`src/rtl/axis_sample_framer.sv`:
```
// -----------------------------------------------------------------------------
// axis_sample_framer
//
// Front end for the 4096-deep AXI-stream sample FIFO. Samples arrive on a
// free-running ADC-style stream (valid, no ready). Each one is clamped to
// [-MAX_VALUE, MAX_VALUE-1] and grouped into frames of FRAME_LEN beats, with
// m_last marking the final beat. Samples go out through a 2-entry buffer.
// A sample that arrives while the buffer is full is dropped and counted.
//
// Ports
//   clk, rst      : clock, synchronous active-high reset
//   start         : pulse, begins a run (IDLE only)
//   stop          : pulse, ends the run after the current frame (RUN only)
//   in_valid      : sample present this cycle
//   in_data       : signed sample
//   m_data        : clamped sample at the buffer head
//   m_valid       : buffer not empty
//   m_ready       : downstream ready
//   m_last        : head beat closes a frame
//   busy          : run in progress (state != IDLE)
//   drop_count    : samples lost to a full buffer, saturating
//   frame_count   : frames completed in this run, wrapping
// -----------------------------------------------------------------------------
module axis_sample_framer #(
    parameter int DataWidth  = 16,
    parameter int MAX_VALUE  = 2048,
    parameter int FRAME_LEN  = 8,
    parameter int NUM_FRAMES = 0,
    parameter int CntWidth   = 16
) (
    input  logic                 clk,
    input  logic                 rst,
    input  logic                 start,
    input  logic                 stop,
    input  logic                 in_valid,
    input  logic [DataWidth-1:0] in_data,
    output logic [DataWidth-1:0] m_data,
    output logic                 m_valid,
    input  logic                 m_ready,
    output logic                 m_last,
    output logic                 busy,
    output logic [CntWidth-1:0]  drop_count,
    output logic [CntWidth-1:0]  frame_count
);

    localparam int BeatW = (FRAME_LEN > 2) ? $clog2(FRAME_LEN) : 1;
    localparam logic [BeatW-1:0] LastBeat = BeatW'(FRAME_LEN - 1);
    localparam logic signed [DataWidth-1:0] ClampHi = DataWidth'(MAX_VALUE - 1);
    localparam logic signed [DataWidth-1:0] ClampLo = DataWidth'(-MAX_VALUE);

    typedef enum logic [1:0] {
        ST_IDLE      = 2'd0,
        ST_RUN       = 2'd1,
        ST_STOP_PEND = 2'd2,
        ST_FLUSH     = 2'd3
    } state_t;

    // Signed saturation of a raw sample into the output range.
    function automatic logic [DataWidth-1:0] clamp_sample(input logic [DataWidth-1:0] x);
        logic signed [DataWidth-1:0] xs;
        xs = $signed(x);
        if (xs < ClampLo) begin
            return ClampLo;
        end else if (xs > ClampHi) begin
            return ClampHi;
        end else begin
            return x;
        end
    endfunction

    state_t                 state_q, state_d;
    logic [BeatW-1:0]       beat_cnt_q, beat_cnt_d;
    logic [CntWidth-1:0]    frame_count_q, frame_count_d;
    logic [CntWidth-1:0]    drop_count_q, drop_count_d;
    logic [1:0]             count_q, count_d;
    logic [DataWidth-1:0]   head_data_q, head_data_d;
    logic [DataWidth-1:0]   tail_data_q, tail_data_d;
    logic                   head_last_q, head_last_d;
    logic                   tail_last_q, tail_last_d;
    logic                   m_valid_q;
    logic                   busy_q;

    logic                   start_s;
    logic                   push_s;
    logic                   drop_s;
    logic                   pop_s;
    logic                   last_s;
    logic                   frame_done_s;
    logic [DataWidth-1:0]   clamped_s;

    // State register plus all datapath registers (synchronous reset).
    always_ff @(posedge clk) begin
        if (rst) begin
            state_q       <= ST_IDLE;
            beat_cnt_q    <= '0;
            frame_count_q <= '0;
            drop_count_q  <= '0;
            count_q       <= 2'd0;
            head_data_q   <= '0;
            head_last_q   <= 1'b0;
            tail_data_q   <= '0;
            tail_last_q   <= 1'b0;
            m_valid_q     <= 1'b0;
            busy_q        <= 1'b0;
        end else begin
            state_q       <= state_d;
            beat_cnt_q    <= beat_cnt_d;
            frame_count_q <= frame_count_d;
            drop_count_q  <= drop_count_d;
            count_q       <= count_d;
            head_data_q   <= head_data_d;
            head_last_q   <= head_last_d;
            tail_data_q   <= tail_data_d;
            tail_last_q   <= tail_last_d;
            m_valid_q     <= (count_d != 2'd0);
            busy_q        <= (state_d != ST_IDLE);
        end
    end

    // Per-cycle strobes decoded from the current state and registered fill level.
    always_comb begin
        start_s   = 1'b0;
        push_s    = 1'b0;
        drop_s    = 1'b0;
        pop_s     = m_valid_q && m_ready;
        last_s    = (beat_cnt_q == LastBeat);
        clamped_s = clamp_sample(in_data);
        case (state_q)
            ST_IDLE: begin
                start_s = start;
            end
            ST_RUN, ST_STOP_PEND: begin
                // Acceptance looks only at the registered count, so m_ready
                // never reaches the accept decision combinationally.
                push_s = in_valid && (count_q != 2'd2);
                drop_s = in_valid && (count_q == 2'd2);
            end
            ST_FLUSH: begin
                start_s = 1'b0;
            end
            default: begin
                start_s = 1'b0;
            end
        endcase
        frame_done_s = push_s && last_s;
    end

    // Beat, frame and drop counters.
    always_comb begin
        beat_cnt_d    = beat_cnt_q;
        frame_count_d = frame_count_q;
        drop_count_d  = drop_count_q;
        if (start_s) begin
            beat_cnt_d    = '0;
            frame_count_d = '0;
            drop_count_d  = '0;
        end else begin
            if (push_s) begin
                if (last_s) begin
                    beat_cnt_d    = '0;
                    frame_count_d = frame_count_q + CntWidth'(1);
                end else begin
                    beat_cnt_d = beat_cnt_q + BeatW'(1);
                end
            end else begin
                beat_cnt_d = beat_cnt_q;
            end
            if (drop_s && (drop_count_q != {CntWidth{1'b1}})) begin
                drop_count_d = drop_count_q + CntWidth'(1);
            end else begin
                drop_count_d = drop_count_q;
            end
        end
    end

    // Next-state logic.
    always_comb begin
        state_d = state_q;
        case (state_q)
            ST_IDLE: begin
                if (start) begin
                    state_d = ST_RUN;
                end else begin
                    state_d = ST_IDLE;
                end
            end
            ST_RUN: begin
                if (frame_done_s && (NUM_FRAMES != 0) &&
                    (frame_count_d == CntWidth'(NUM_FRAMES))) begin
                    state_d = ST_FLUSH;
                end else if (stop) begin
                    // Use the post-push beat count so a sample accepted in the
                    // same cycle as stop still gets a complete frame.
                    if (beat_cnt_d == '0) begin
                        state_d = ST_FLUSH;
                    end else begin
                        state_d = ST_STOP_PEND;
                    end
                end else begin
                    state_d = ST_RUN;
                end
            end
            ST_STOP_PEND: begin
                if (frame_done_s) begin
                    state_d = ST_FLUSH;
                end else begin
                    state_d = ST_STOP_PEND;
                end
            end
            ST_FLUSH: begin
                if (count_q == 2'd0) begin
                    state_d = ST_IDLE;
                end else begin
                    state_d = ST_FLUSH;
                end
            end
            default: begin
                state_d = ST_IDLE;
            end
        endcase
    end

    // Two-entry buffer: head feeds the output, tail only fills when head is busy.
    always_comb begin
        head_data_d = head_data_q;
        head_last_d = head_last_q;
        tail_data_d = tail_data_q;
        tail_last_d = tail_last_q;
        count_d     = count_q;
        case (count_q)
            2'd0: begin
                if (push_s) begin
                    head_data_d = clamped_s;
                    head_last_d = last_s;
                    count_d     = 2'd1;
                end else begin
                    count_d = 2'd0;
                end
            end
            2'd1: begin
                if (push_s && pop_s) begin
                    head_data_d = clamped_s;
                    head_last_d = last_s;
                end else if (push_s) begin
                    tail_data_d = clamped_s;
                    tail_last_d = last_s;
                    count_d     = 2'd2;
                end else if (pop_s) begin
                    // Clear the stale flag so m_last never shows without m_valid.
                    head_last_d = 1'b0;
                    count_d     = 2'd0;
                end else begin
                    count_d = 2'd1;
                end
            end
            2'd2: begin
                if (pop_s) begin
                    head_data_d = tail_data_q;
                    head_last_d = tail_last_q;
                    count_d     = 2'd1;
                end else begin
                    count_d = 2'd2;
                end
            end
            default: begin
                head_last_d = 1'b0;
                count_d     = 2'd0;
            end
        endcase
    end

    assign m_data      = head_data_q;
    assign m_last      = head_last_q;
    assign m_valid     = m_valid_q;
    assign busy        = busy_q;
    assign drop_count  = drop_count_q;
    assign frame_count = frame_count_q;

endmodule

```
`config.mk`:
```
export PLATFORM = sky130hd
export DESIGN_NAME = axis_sample_framer
export DESIGN_NICKNAME = d
export VERILOG_FILES = /design/src/rtl/axis_sample_framer.sv
export SDC_FILE = /design/constraint.sdc
export NUM_CORES = 1
export LEC_CHECK = 0
export ABC_AREA = 1
export CAP_MARGIN = 20
export CORE_MARGIN = 8
export CORE_UTILIZATION = 35
export DETAILED_ROUTE_END_ITERATION = 10
export GPL_TIMING_DRIVEN = 0
export HOLD_SLACK_MARGIN = 0.12
export PLACE_DENSITY = 0.69
export SYNTH_ARGS = -nofsm -noshare
export SYNTH_HDL_FRONTEND = slang
export SYNTH_SLANG_ARGS = --single-unit
```
`constraint.sdc`:
```
create_clock -name clk -period 2.4 [get_ports clk]
set_clock_uncertainty 0.1 [all_clocks]
set_input_delay 0.72 -clock clk [delete_from_list [all_inputs] [get_ports clk]]
set_output_delay 0.72 -clock clk [all_outputs]
set_load 0.02 [all_outputs]
```
# Word level (Yosys, flattened, before mapping)
# Index checks and enable logic that the tools add are counted.
dict set report word_totals {
  ff_bits 75
  in_bits 22
}
dict set report classes {
  addsub 3
  magnitude_cmp 2
  eq_ne 13
  n_mux 30
  bitwise_logic 1
  n_reduce_logical 18
}
# op count
set ops {}
lappend ops {{two-way mux 16 bit} 5}
lappend ops {{case mux 16 bit (3 select lines)} 1}
lappend ops {{adder 16 x 1 -> 16 bit, second input constant} 2}
lappend ops {{greater-than comparator 16 x 12 -> 1 bit, second input constant} 1}
lappend ops {{< comparator 16 x 12 -> 1 bit, second input constant} 1}
lappend ops {{!= test 16 bit, second input constant} 1}
lappend ops {{two-way mux 1 bit} 13}
lappend ops {{two-way mux 2 bit} 5}
lappend ops {{two-way mux 3 bit} 3}
lappend ops {{!= test 2 bit, second input constant} 4}
lappend ops {{case mux 2 bit (4 select lines)} 1}
lappend ops {{AND reduction 4 bit} 2}
lappend ops {{equality test 2 bit, second input constant} 3}
lappend ops {{logical AND 1 bit} 6}
lappend ops {{!= test 3 bit, second input constant} 2}
lappend ops {{case mux 2 bit (3 select lines)} 1}
lappend ops {{equality test 2 x 1 -> 1 bit, second input constant} 2}
lappend ops {{zero test 2 bit} 2}
lappend ops {{nonzero test 2 bit} 2}
lappend ops {{OR reduction 2 bit} 2}
lappend ops {{adder 3 x 1 -> 3 bit, second input constant} 1}
lappend ops {{equality test 3 bit, second input constant} 1}
lappend ops {{zero test 3 bit} 1}
lappend ops {{case mux 1 bit (3 select lines)} 1}
lappend ops {{other kinds (4)} 4}

# Longest topological paths before layout
# Gate-level depths: netlist of run 1.
dict set report depth {
  depth_word 10
  ltp_mapped 13
  mapped_depth_nobuf 13
}

# Worst setup path before layout of run 1
# No wires, ideal clock.
dict set report synth_path {
  path_kind {in2reg}
  start {input port in_valid}
  end {register frame_count_q[10], in the netlist frame_count[10]}
  arrival_time_ps 1617
  t_required_ps 2185
  slack_ps 568
  cell_stages 9
  path_buffers 0
  cell_sequence {nand2_1 -> inv_2 -> nand3_1 -> nor3_1 -> nand2_1 -> nor2_1 -> nand3_1 -> nand2_1 -> nor2_1}
}
dict set report synth_between {
  elab_chain_len 3
}
# item line_no
set synth_rtl {}
lappend synth_rtl {{start, declared} 35} ;# input logic in_valid,
lappend synth_rtl {{logical AND 1 bit} 135} ;# push_s = in_valid && (count_q != 2'd2);
lappend synth_rtl {{two-way mux 1 bit} 128} ;# case (state_q)
lappend synth_rtl {{AND reduction 2 bit (no line)} -}
lappend synth_rtl {{end signal, assigned} 108} ;# frame_count_q <= frame_count_d;
lappend synth_rtl {{end, declared} 73} ;# logic [CntWidth-1:0] frame_count_q, frame_count_d;
# No other way between the ends.
# A chain may end at the register's enable or synchronous reset.

# Worst setup path in the final report of run 1
dict set report layout_path {
  start {register drop_count_q[5], in the netlist drop_count[5]}
  end {output port drop_count[5]}
}
# item line_no
set layout_lines {}
lappend layout_lines {{start, declared} 74} ;# logic [CntWidth-1:0] drop_count_q, drop_count_d;
lappend layout_lines {{start signal, assigned} 109} ;# drop_count_q <= drop_count_d;
lappend layout_lines {{end, declared} 42} ;# output logic [CntWidth-1:0] drop_count,
# No word-level cell between the ends.

==> results of run 1 <==
## through the flow
| step | hold slack (ns) | area (µm²) | util, % | TNS, ns |
|---|---|---|---|---|
| 2_1_floorplan | 0.326 | 3660 | - | 0 |
| 6_report | 0.350 | 4760 | 46.5 | 0 |
| 5_1_grt | 0.368 | 4760 | 46.5 | 0 |
| 3_5_place_dp | 0.341 | 4550 | 44.5 | -8.23 |
| 3_3_place_gp | 0.335 | 4550 | 44.5 | -7.31 |
| 4_1_cts | 0.352 | 4750 | 46.5 | 0 |
## final cells by class
class,instances,share of cell area (%)
sequential,75,31.5
timing repair buffer,72,15.1
inverter,51,4.05
buffer,17,2.02
tap,136,3.57
clock inverter,6,1.34
multi-input combinational,360,39.5
clock buffer,10,2.89
## registers in the layout (all words and copies together), names as in the netlist
register,cells
drop_count,16
frame_count,16
m_data,16
tail_data_q,16
beat_cnt_q,3
count_q,2
state_q,2
busy,1
m_last,1
m_valid,1
tail_last_q,1
## cells in the final DEF (no fill, tap or decap), drive strengths merged
| cell | netlist | final |
|---|---|---|
| clkdlybuf4s50 | 0 | 72 |
| nor2 | 47 | 47 |
| a21oi | 54 | 54 |
| dfxtp | 75 | 75 |
| clkbuf | 5 | 15 |
| o31ai | 1 | 1 |
| o211ai | 9 | 9 |
| nor3 | 6 | 6 |
| bufinv | 0 | 1 |
| nor3b | 1 | 1 |
| xnor2 | 10 | 10 |
| a311oi | 2 | 2 |
| clkinv | 2 | 4 |
| o22ai | 1 | 1 |
| ha | 10 | 10 |
| nand4 | 5 | 5 |
| clkinvlp | 0 | 2 |
| buf | 12 | 12 |
| xor2 | 8 | 8 |
| o21ai | 23 | 23 |
| nand3 | 33 | 33 |
| a31oi | 13 | 13 |
| inv | 49 | 50 |
| nand3b | 3 | 3 |
| nand2 | 134 | 134 |
## kinds of logic (layout without fill, tap and decap cells)
kind of cell | after synthesis | in the layout | share of synthesized area, %
simple gates | 229 | 229 | 27.0
fa+ha+maj | 10 | 10 | 3.42
compound gates | 103 | 103 | 16.4
buf+inv | 68 | 156 | 7.89
xor+xnor | 18 | 18 | 4.30
flops | 75 | 75 | 41.0
## per-layer routing
layer	part of all wire [%]	GRT usage, %	wire length [µm]
met1	45	16.1	4180
met2	48	22.0	4460
met3	7.5	4.66	707
met4	0.38	4.96	36
met5	0	0	0
## timing repair
action / 4_1_cts / 5_1_grt
resized for setup: 0 / 2
endpoints found under the hold margin: 0 / 0
endpoints found under the setup margin: 0 / 11
## worst max path at each step
stage,to,start,cells past startpoint
final,drop_count[5],drop_count[5],1
after global routing,busy,state_q[0],11
after CTS,frame_count[6],rst,5
after detailed placement,frame_count[6],rst,5
after global placement,frame_count[7],rst,5
after floorplan,frame_count[10],in_valid,9
## power by group through the flow
stage	logic (W)	registers, W	clock network, W
floorplan	0.000160	0.00136	0
global placement	0.000323	0.00133	0
detailed placement	0.000330	0.00133	0
CTS	0.000332	0.00130	0.00101
global route	0.000368	0.00131	0.00107
finish	0.000331	0.00130	0.000980
==> metrics.yaml, run 1 <==
clockBufferDepth: 2
fp.dieH_um: 118
intPower_w: 0.00193
dpl.cell_count: 711
wl_um: 9390
ios: 73
floorplan.initialDensity_pct: 35.8
timing.fmax_mhz: 443
die_width_um: 118
clkPwrFrac_pct: 37.5
htreeDepth: 3
synth_top_area_share_pct: 41.0
synth_edf_count: 0
yosysWarnings: 0
synth.cell_area_um2: 3660
ir_worst_vdd_mv: 0.292
cts_tree: "yes"
vias: 3597
hold_start: "tail_data_q[12]"
slew_violations: 0
multi_input_area_um2: 1880
grt_pass1_vias: 3478
cts.reportedPaths.clkPinSlew_ns: 0.08
place_hpwl_um: 7210
slew_headroom_pct: 62.8
start_kind: "flop"
avgSynthCellArea_um2: 7.28
grt_antenna_before_repair: 0
worstMarginPinSlew_ns: 0.552
switching_power_w: 0.000688
finalSetupViolCount: 0
crit_path_max_incr_delay_ns: 0.65
cts_root_buf: "clkbuf_8"
hold-path-cell-count: 2
grt_use_total_pct: 13.5
cp.required_ns: 1.58
yosysTopAreaCell: "dfxtp_1"
ys.flop_type: "dfxtp_1"
dieArea_um2: 14000
stdcell_count: 727
vias_per_cell: 4.95
critical_path_class: "reg2out"
path_buf_inv: 1
place_congestion: 0.830
pwr-share-seq_pct: 49.9
cp_top_family: "buffers and inverters"
synth-seq-cells: 75
hold_viol: 0
finalPower_w: 0.00262
status: "completed"
synthTopCellsByArea: "dfxtp_1 41%, nand2_1 13%, a21oi_1 6.1%, inv_1 4.6%, nand3_1 4.4%"
critical_path_arrival_ns: 1.44
pwr_density_cell_nw_per_um2: 549
postCtsHoldBufs: 0
p_leak_nw: 1.74
area_growth_pct: 30.0
antenna_cells: 0
hold_end: "tail_data_q[12]"
hold_path.class: "reg2reg"
layout_setup_ws_ns: 0.140
yosysMostFrequentCell: "nand2_1"
pre_cts_slack_ns: -0.316
ys_top_cells_by_count: "127 x nand2_1, 75 x dfxtp_1, 45 x a21oi_1, 45 x inv_1, 41 x nor2_1"
wl_per_cell_um: 12.9
cts_buffers: 9
cp_max_fo: 6
critPathSlowestCell: "clkdlybuf4s50_1"
clock_latency_ns: 0.34
drc_errors: 0
antenna_left: 0
rows: 37
drt-pass1-iter-count: 4
design.core.area_um2: 10200
grt_pass1_wl_um: 16200
drtIter0Drc: 205
portBuffers: 72
post-route-period-util_pct: 94.2
grt_overflow: 0
syn_nets: 535
p_sw_share_pct: 26.3
cp_cell_sequence: "clkdlybuf4s50_1"
synth.distinct_cells: 35
seq_area_um2: 1500
worstSetupEndpointType: "primary output"
r2r_cells: 11
layout-drive-gt1-share_pct: 9.81
fin_nets: 618
r2r_slack_ns: 0.26
p_comb_share_pct: 12.7
grt_max_degree: 14
r2r-end: "busy"
cts_setup_buffers: 0
cts.sinks: 75
finalWorstPathRequiredPeriod_ns: 2.26
synthArstFlopShare_pct: 0
reg2reg_from: "state_q[0]"
rsz0062_at_grt: "false"
fillers: 1037
yosysSeqAreaShare_pct: 41.0
synth_cells: 503
maxCapViolCount: 0
Note: power is estimated with default switching activity, not from simulation.
==> run 2, diff against run 1 <==
--- a/config.mk
+++ b/config.mk
@@ -7,12 +7,14 @@
 export LEC_CHECK = 0
 export ABC_AREA = 1
 export CAP_MARGIN = 20
+export CELL_PAD_IN_SITES_DETAIL_PLACEMENT = 0
+export CELL_PAD_IN_SITES_GLOBAL_PLACEMENT = 1
 export CORE_MARGIN = 8
 export CORE_UTILIZATION = 35
 export DETAILED_ROUTE_END_ITERATION = 10
 export GPL_TIMING_DRIVEN = 0
 export HOLD_SLACK_MARGIN = 0.12
-export PLACE_DENSITY = 0.69
+export PLACE_DENSITY = 0.87
 export SYNTH_ARGS = -nofsm -noshare
 export SYNTH_HDL_FRONTEND = slang
 export SYNTH_SLANG_ARGS = --single-unit
==> run 2 against run 1 <==
Net effect:
- fmax is 0.55% lower
- die area did not move
- final cell count stayed put
- worst hold slack better by 0.0041 ns
- critical endpoint is now drop_count[11]
==> metrics.yaml, run 2 (synthesis gave the netlist of run 1 again) <==
status: "completed"
worstMarginPinSlew_ns: 0.501
cts_tree: "yes"
worst_setup_path_endpoint: "drop_count[11]"
clock_latency_ns: 0.35
wl_met2_um: 4180
layout-drive-gt1-share_pct: 9.98
grt_pass1_vias: 3418
hold_viol: 0
cts_setup_buffers: 0
met3_length_um: 601
cp_num_cells: 1
slew_headroom_pct: 66.3
dieArea_um2: 14000
vias: 3490
antenna_left: 0
crit_path_max_incr_delay_ns: 0.65
htreeDepth: 3
cts_resized: 0
cp.required_ns: 1.58
critical_path_class: "reg2out"
cts.reportedPaths.clkPinSlew_ns: 0.09
cts.sinks: 75
cp_cell_sequence: "clkdlybuf4s50_1"
critical_path_arrival_ns: 1.45
slew_violations: 0
grt_overflow: 0
p_leak_nw: 1.76
critPathSlowestCell: "clkdlybuf4s50_1"
finalPower_w: 0.00279
postCtsHoldBufs: 0
r2r_cells: 11
hold-worst-slack_ns: 0.354
design.core.area_um2: 10200
area_growth_pct: 30.9
wl_um: 9340
fin_nets: 618
r2r-end: "busy"
post-route-period-util_pct: 94.7
worstSetupEndpointType: "primary output"
rsz0062_at_grt: "false"
fillers: 1019
pwr_density_cell_nw_per_um2: 581
drc_errors: 0
finalSetupViolCount: 0
ir_worst_vdd_mv: 0.282
grt_antenna_before_repair: 0
timing.fmax_mhz: 440
place_hpwl_um: 7050
grt_max_degree: 15
clockBufferDepth: 2
grt_use_total_pct: 13.5
reg2reg_from: "state_q[0]"
ios: 73
finalWorstPathRequiredPeriod_ns: 2.27
fp.dieH_um: 118
maxCapViolCount: 0
cts_buffers: 9
start_kind: "flop"
wl_per_cell_um: 12.8
drt-pass1-iter-count: 4
floorplan.initialDensity_pct: 35.8
die_width_um: 118
drtIter0Drc: 186
final_cell_mix: "126 x nand2_1, 75 x dfxtp_1, 72 x clkdlybuf4s50_1"
cts_root_buf: "clkbuf_8"
rows: 37
cp_max_fo: 5
path_buf_inv: 1
final_common_cell: "nand2_1"
portBuffers: 72
hold_path.class: "reg2reg"
highest_layer: "met4"
wl_met1_um: 4450
place_congestion: 0.802
vias_per_cell: 4.80
crit_start: "drop_count[11]"
grt_pass1_wl_um: 16100
cp_top_family: "buffers and inverters"
r2r_slack_ns: 0.29
antenna_cells: 0
==> run 2: cell types whose count changed in the layout (fill, tap and decap cells not counted) <==
cell / delta
clkbuf_1: -1
clkbuf_2: +1
clkinv_2: -2
inv_8: +1
bufinv_16: +1
==> run 2: routing by layer <==
layer	track usage [%]	vias up
met3	4.47	9
li1	-	1818
met4	4.80	0
met5	0	-
met2	21.5	87
met1	16.8	1576
==> run 2: stage by stage <==
step / cell area (µm²) / cells / setup TNS (ns) / utilization [%] / worst slack [ns]
floorplan: 3660 / 503 / 0 / - / 0.568
global placement: 4550 / 711 / -8.11 / 44.5 / -0.335
detailed placement: 4550 / 711 / -9.46 / 44.5 / -0.366
CTS: 4790 / 727 / 0 / 46.8 / 0.00676
global route: 4790 / 727 / 0 / 46.9 / 0.0330
finish: 4790 / 727 / 0 / 46.9 / 0.128
==> run 2: area by class of cell <==
type | instances | area (µm²) | share of cell area (%)
plain buffers | 17 | 97.6 | 2.04
clock buffers | 10 | 138 | 2.87
clock inverters | 6 | 95.1 | 1.98
inverters | 51 | 193 | 4.02
multi-input cells | 360 | 1880 | 39.2
flip-flops and latches | 75 | 1500 | 31.3
well taps | 136 | 170 | 3.55
repair buffers | 72 | 721 | 15.0
==> run 2: worst min path at each step <==
stage               startpoint         endpoint  slack, ns  depth (start not counted)
6_report       tail_data_q[11]  tail_data_q[11]       0.35                          2
5_1_grt        tail_data_q[14]  tail_data_q[14]       0.37                          2
4_1_cts        tail_data_q[13]  tail_data_q[13]       0.35                          2
3_5_place_dp   tail_data_q[12]  tail_data_q[12]       0.34                          2
3_3_place_gp   tail_data_q[13]  tail_data_q[13]       0.34                          2
2_1_floorplan  tail_data_q[11]  tail_data_q[11]       0.33                          2
==> run 2: where the power goes <==
part | switching (W) | internal, W | total [W]
Combinational | 0.000193 | 0.000136 | 0.000329
Sequential | 0.0000235 | 0.00128 | 0.00131
Clock | 0.000525 | 0.000625 | 0.00115
==> run 2: worst min-delay path: stages, from the launching register on <==
cell and delay (ns):
dfxtp_1 0.32, inv_1 0.05, a21oi_1 0.05
==> run 3, diff against run 2 <==
--- a/config.mk
+++ b/config.mk
@@ -5,7 +5,6 @@
 export SDC_FILE = /design/constraint.sdc
 export NUM_CORES = 1
 export LEC_CHECK = 0
-export ABC_AREA = 1
 export CAP_MARGIN = 20
 export CELL_PAD_IN_SITES_DETAIL_PLACEMENT = 0
 export CELL_PAD_IN_SITES_GLOBAL_PLACEMENT = 1
@@ -14,7 +13,7 @@
 export DETAILED_ROUTE_END_ITERATION = 10
 export GPL_TIMING_DRIVEN = 0
 export HOLD_SLACK_MARGIN = 0.12
-export PLACE_DENSITY = 0.87
+export PLACE_DENSITY = 0.85
 export SYNTH_ARGS = -nofsm -noshare
 export SYNTH_HDL_FRONTEND = slang
 export SYNTH_SLANG_ARGS = --single-unit
==> constraint.sdc (replaced) <==
create_clock -name clk -period 2.4 [get_ports clk]
set_clock_uncertainty 0.1 [all_clocks]
set_input_delay 0.72 -clock clk [delete_from_list [all_inputs] [get_ports clk]]
set_output_delay 0.72 -clock clk [all_outputs]
set_load 0.005 [all_outputs]
==> run 3 against run 2 <==
Net effect:
- global-route usage rose by 0.49 points
- setup slack improved by 0.036 ns
- synthesized cell count fell by 16%
- fmax grew 1.6%
- combinational power increased by 92%
- synthesized area down 1.1%
- highest routed layer unchanged
- sequential power grew 5%
- clock power is 9.6% lower
- routed wire length increased by 2.7%
- non-clock buffer count up 9
- cell area down 0.94%
- worst hold slack better by 0.0056 ns
==> metrics.yaml, run 3 <==
cts_buffers: 9
area_growth_pct: 31.1
yosysSeqAreaShare_pct: 41.5
synth.distinct_cells: 53
cts_root_buf: "clkbuf_8"
yosysTopAreaCell: "dfxtp_1"
synth_mux_area_share_pct: 1.11
fillers: 1020
hold_path.class: "reg2reg"
worstMarginPinSlew_ns: 0.707
drc_errors: 0
yosys.area_share.simple_pct: 26.6
drt-pass1-iter-count: 4
grt_max_degree: 13
floorplan.initialDensity_pct: 35.6
die_width_um: 118
rsz0062_at_grt: "false"
wl_per_cell_um: 14.8
ys_top_cells_by_count: "75 x dfxtp_1, 53 x nand2_1, 35 x nor2_1"
synth.cell_area_um2: 3620
design.core.area_um2: 10200
vias: 3434
synth_xor_area_share_pct: 1.21
grt_overflow: 0
start_kind: "primary input"
post-route-period-util_pct: 93.2
rows: 37
synthArstFlopShare_pct: 0
seq_area_um2: 1500
synth_fa_ha_area_share_pct: 3.45
pwr_density_cell_nw_per_um2: 644
critical_path_arrival_ns: 2.37
grt_use_total_pct: 14.0
multi_input_area_um2: 1980
slew_headroom_pct: 52.4
grt_antenna_before_repair: 0
critical_path_class: "in2reg"
postCtsHoldBufs: 0
vias_per_cell: 5.32
place_congestion: 0.787
cp_max_fo: 10
layout-drive-gt1-share_pct: 8.43
synth-compound-area-share_pct: 21.8
dieArea_um2: 13900
cp.required_ns: 2.53
synth-seq-cells: 75
antenna_cells: 0
ir_worst_vdd_mv: 0.296
fp.dieH_um: 118
clock_latency_ns: 0.34
htreeDepth: 3
synth_cells: 423
synth_top_family_by_area: "simple AND/OR/NAND/NOR gates"
antenna_left: 0
cts.reportedPaths.clkPinSlew_ns: 0.08
avgSynthCellArea_um2: 8.56
grt_pass1_vias: 3297
timing.fmax_mhz: 447
yosysMostFrequentCell: "dfxtp_1"
wl_um: 9590
ys.flop_type: "dfxtp_1"
ios: 73
yosysWarnings: 0
slew_violations: 0
fin_nets: 538
p_leak_nw: 1.69
drtIter0Drc: 226
worstSetupEndpointType: "flop"
final_cell_mix: "75 x dfxtp_1, 71 x clkdlybuf4s50_1, 53 x nand2_1"
finalWorstPathRequiredPeriod_ns: 2.24
portBuffers: 72
grt_pass1_wl_um: 16300
synthTopCellsByArea: "dfxtp_1 41%, nand2_1 5.5%, a21oi_1 4.4%, nor2_1 3.6%, ha_1 3.5%"
place_hpwl_um: 7310
cts_tree: "yes"
clockBufferDepth: 2
cts_setup_buffers: 0
final_util_pct: 46.6
status: "completed"
maxCapViolCount: 0
syn_nets: 455
hold_viol: 0
tns_ns: 0
finalSetupViolCount: 0
synth_edf_count: 0
synth_top_area_share_pct: 41.5
cts.sinks: 75
final_common_cell: "dfxtp_1"
-- run 3: cell types whose count changed after synthesis, sizes merged, moves of 11 or more --
cell    change
a211oi     +12
a21o       +12
a21oi      -22
a32o       +11
clkbuf     +12
inv        -44
nand2      -81
nand2b     +13
nand3      -20
nor2       -12
or3        +12
-- run 3: what timing repair did --
| item | in CTS | in global routing |
|---|---|---|
| hold endpoints to repair | 0 | 0 |
| gates resized for setup | 3 | 13 |
| pin swaps | 0 | 0 |
| setup endpoints to repair | 20 | 33 |
-- run 3: through the flow --
step / hold WS [ns] / instance area [µm²] / std cells / power [W] / setup WS, ns
floorplan: 0.337 / 3620 / 423 / 0.00177 / 0.365
global placement: 0.346 / 4510 / 631 / 0.00202 / -0.553
detailed placement: 0.350 / 4510 / 631 / 0.00203 / -0.597
CTS: 0.362 / 4730 / 646 / 0.00309 / 0.00361
global route: 0.391 / 4750 / 646 / 0.00322 / 0.0113
finish: 0.360 / 4750 / 646 / 0.00306 / 0.164
-- run 3: worst max-delay path, cell delays in order --
cell and delay, ns:
clkdlybuf4s50_1 0.42, nor4_1 0.37, o21ai_0 0.16, clkbuf_1 0.24, a21o_1 0.21, a32o_1 0.24
-- run 3: area by class of cell --
class / instances / share of cell area (%)
Multi-Input combinational cell: 317 / 41.7
Clock inverter: 4 / 1.61
Inverter: 5 / 0.395
Tap cell: 136 / 3.58
Buffer: 26 / 3.08
Timing Repair Buffer: 72 / 15.2
Sequential cell: 75 / 31.6
Clock buffer: 11 / 2.77
-- run 3: worst paths after layout --
path | start | to | slack, ns | cells after the start
min reg2reg | tail_data_q[14] | tail_data_q[14] | 0.36 | 2
max reg2reg | state_q[1] | drop_count[9] | 0.19 | 7
min | tail_data_q[14] | tail_data_q[14] | 0.36 | 2
max | in_data[14] | m_data[7] | 0.16 | 6
-- run 3: cell families (layout without fill, tap and decap cells) --
logic type / count (synthesis) / count (layout)
simple gates: 183 / 183
xor+xnor: 5 / 5
mux: 4 / 4
flops: 75 / 75
buf+inv: 31 / 118
compound gates: 115 / 115
fa+ha+maj: 10 / 10
-- run 3: routing by layer --
layer / global-route usage, % / up-vias / part of all wire, %
li1: - / 1722 / -
met1: 16.8 / 1628 / 46
met2: 23.4 / 78 / 48
met3: 4.03 / 6 / 5.6
met4: 4.96 / 0 / 0.81
met5: 0 / - / 0
-- run 3: report_power, final --
part           internal, W  switching [W]
clock             0.000583       0.000459
sequential         0.00133      0.0000496
combinational     0.000316       0.000317
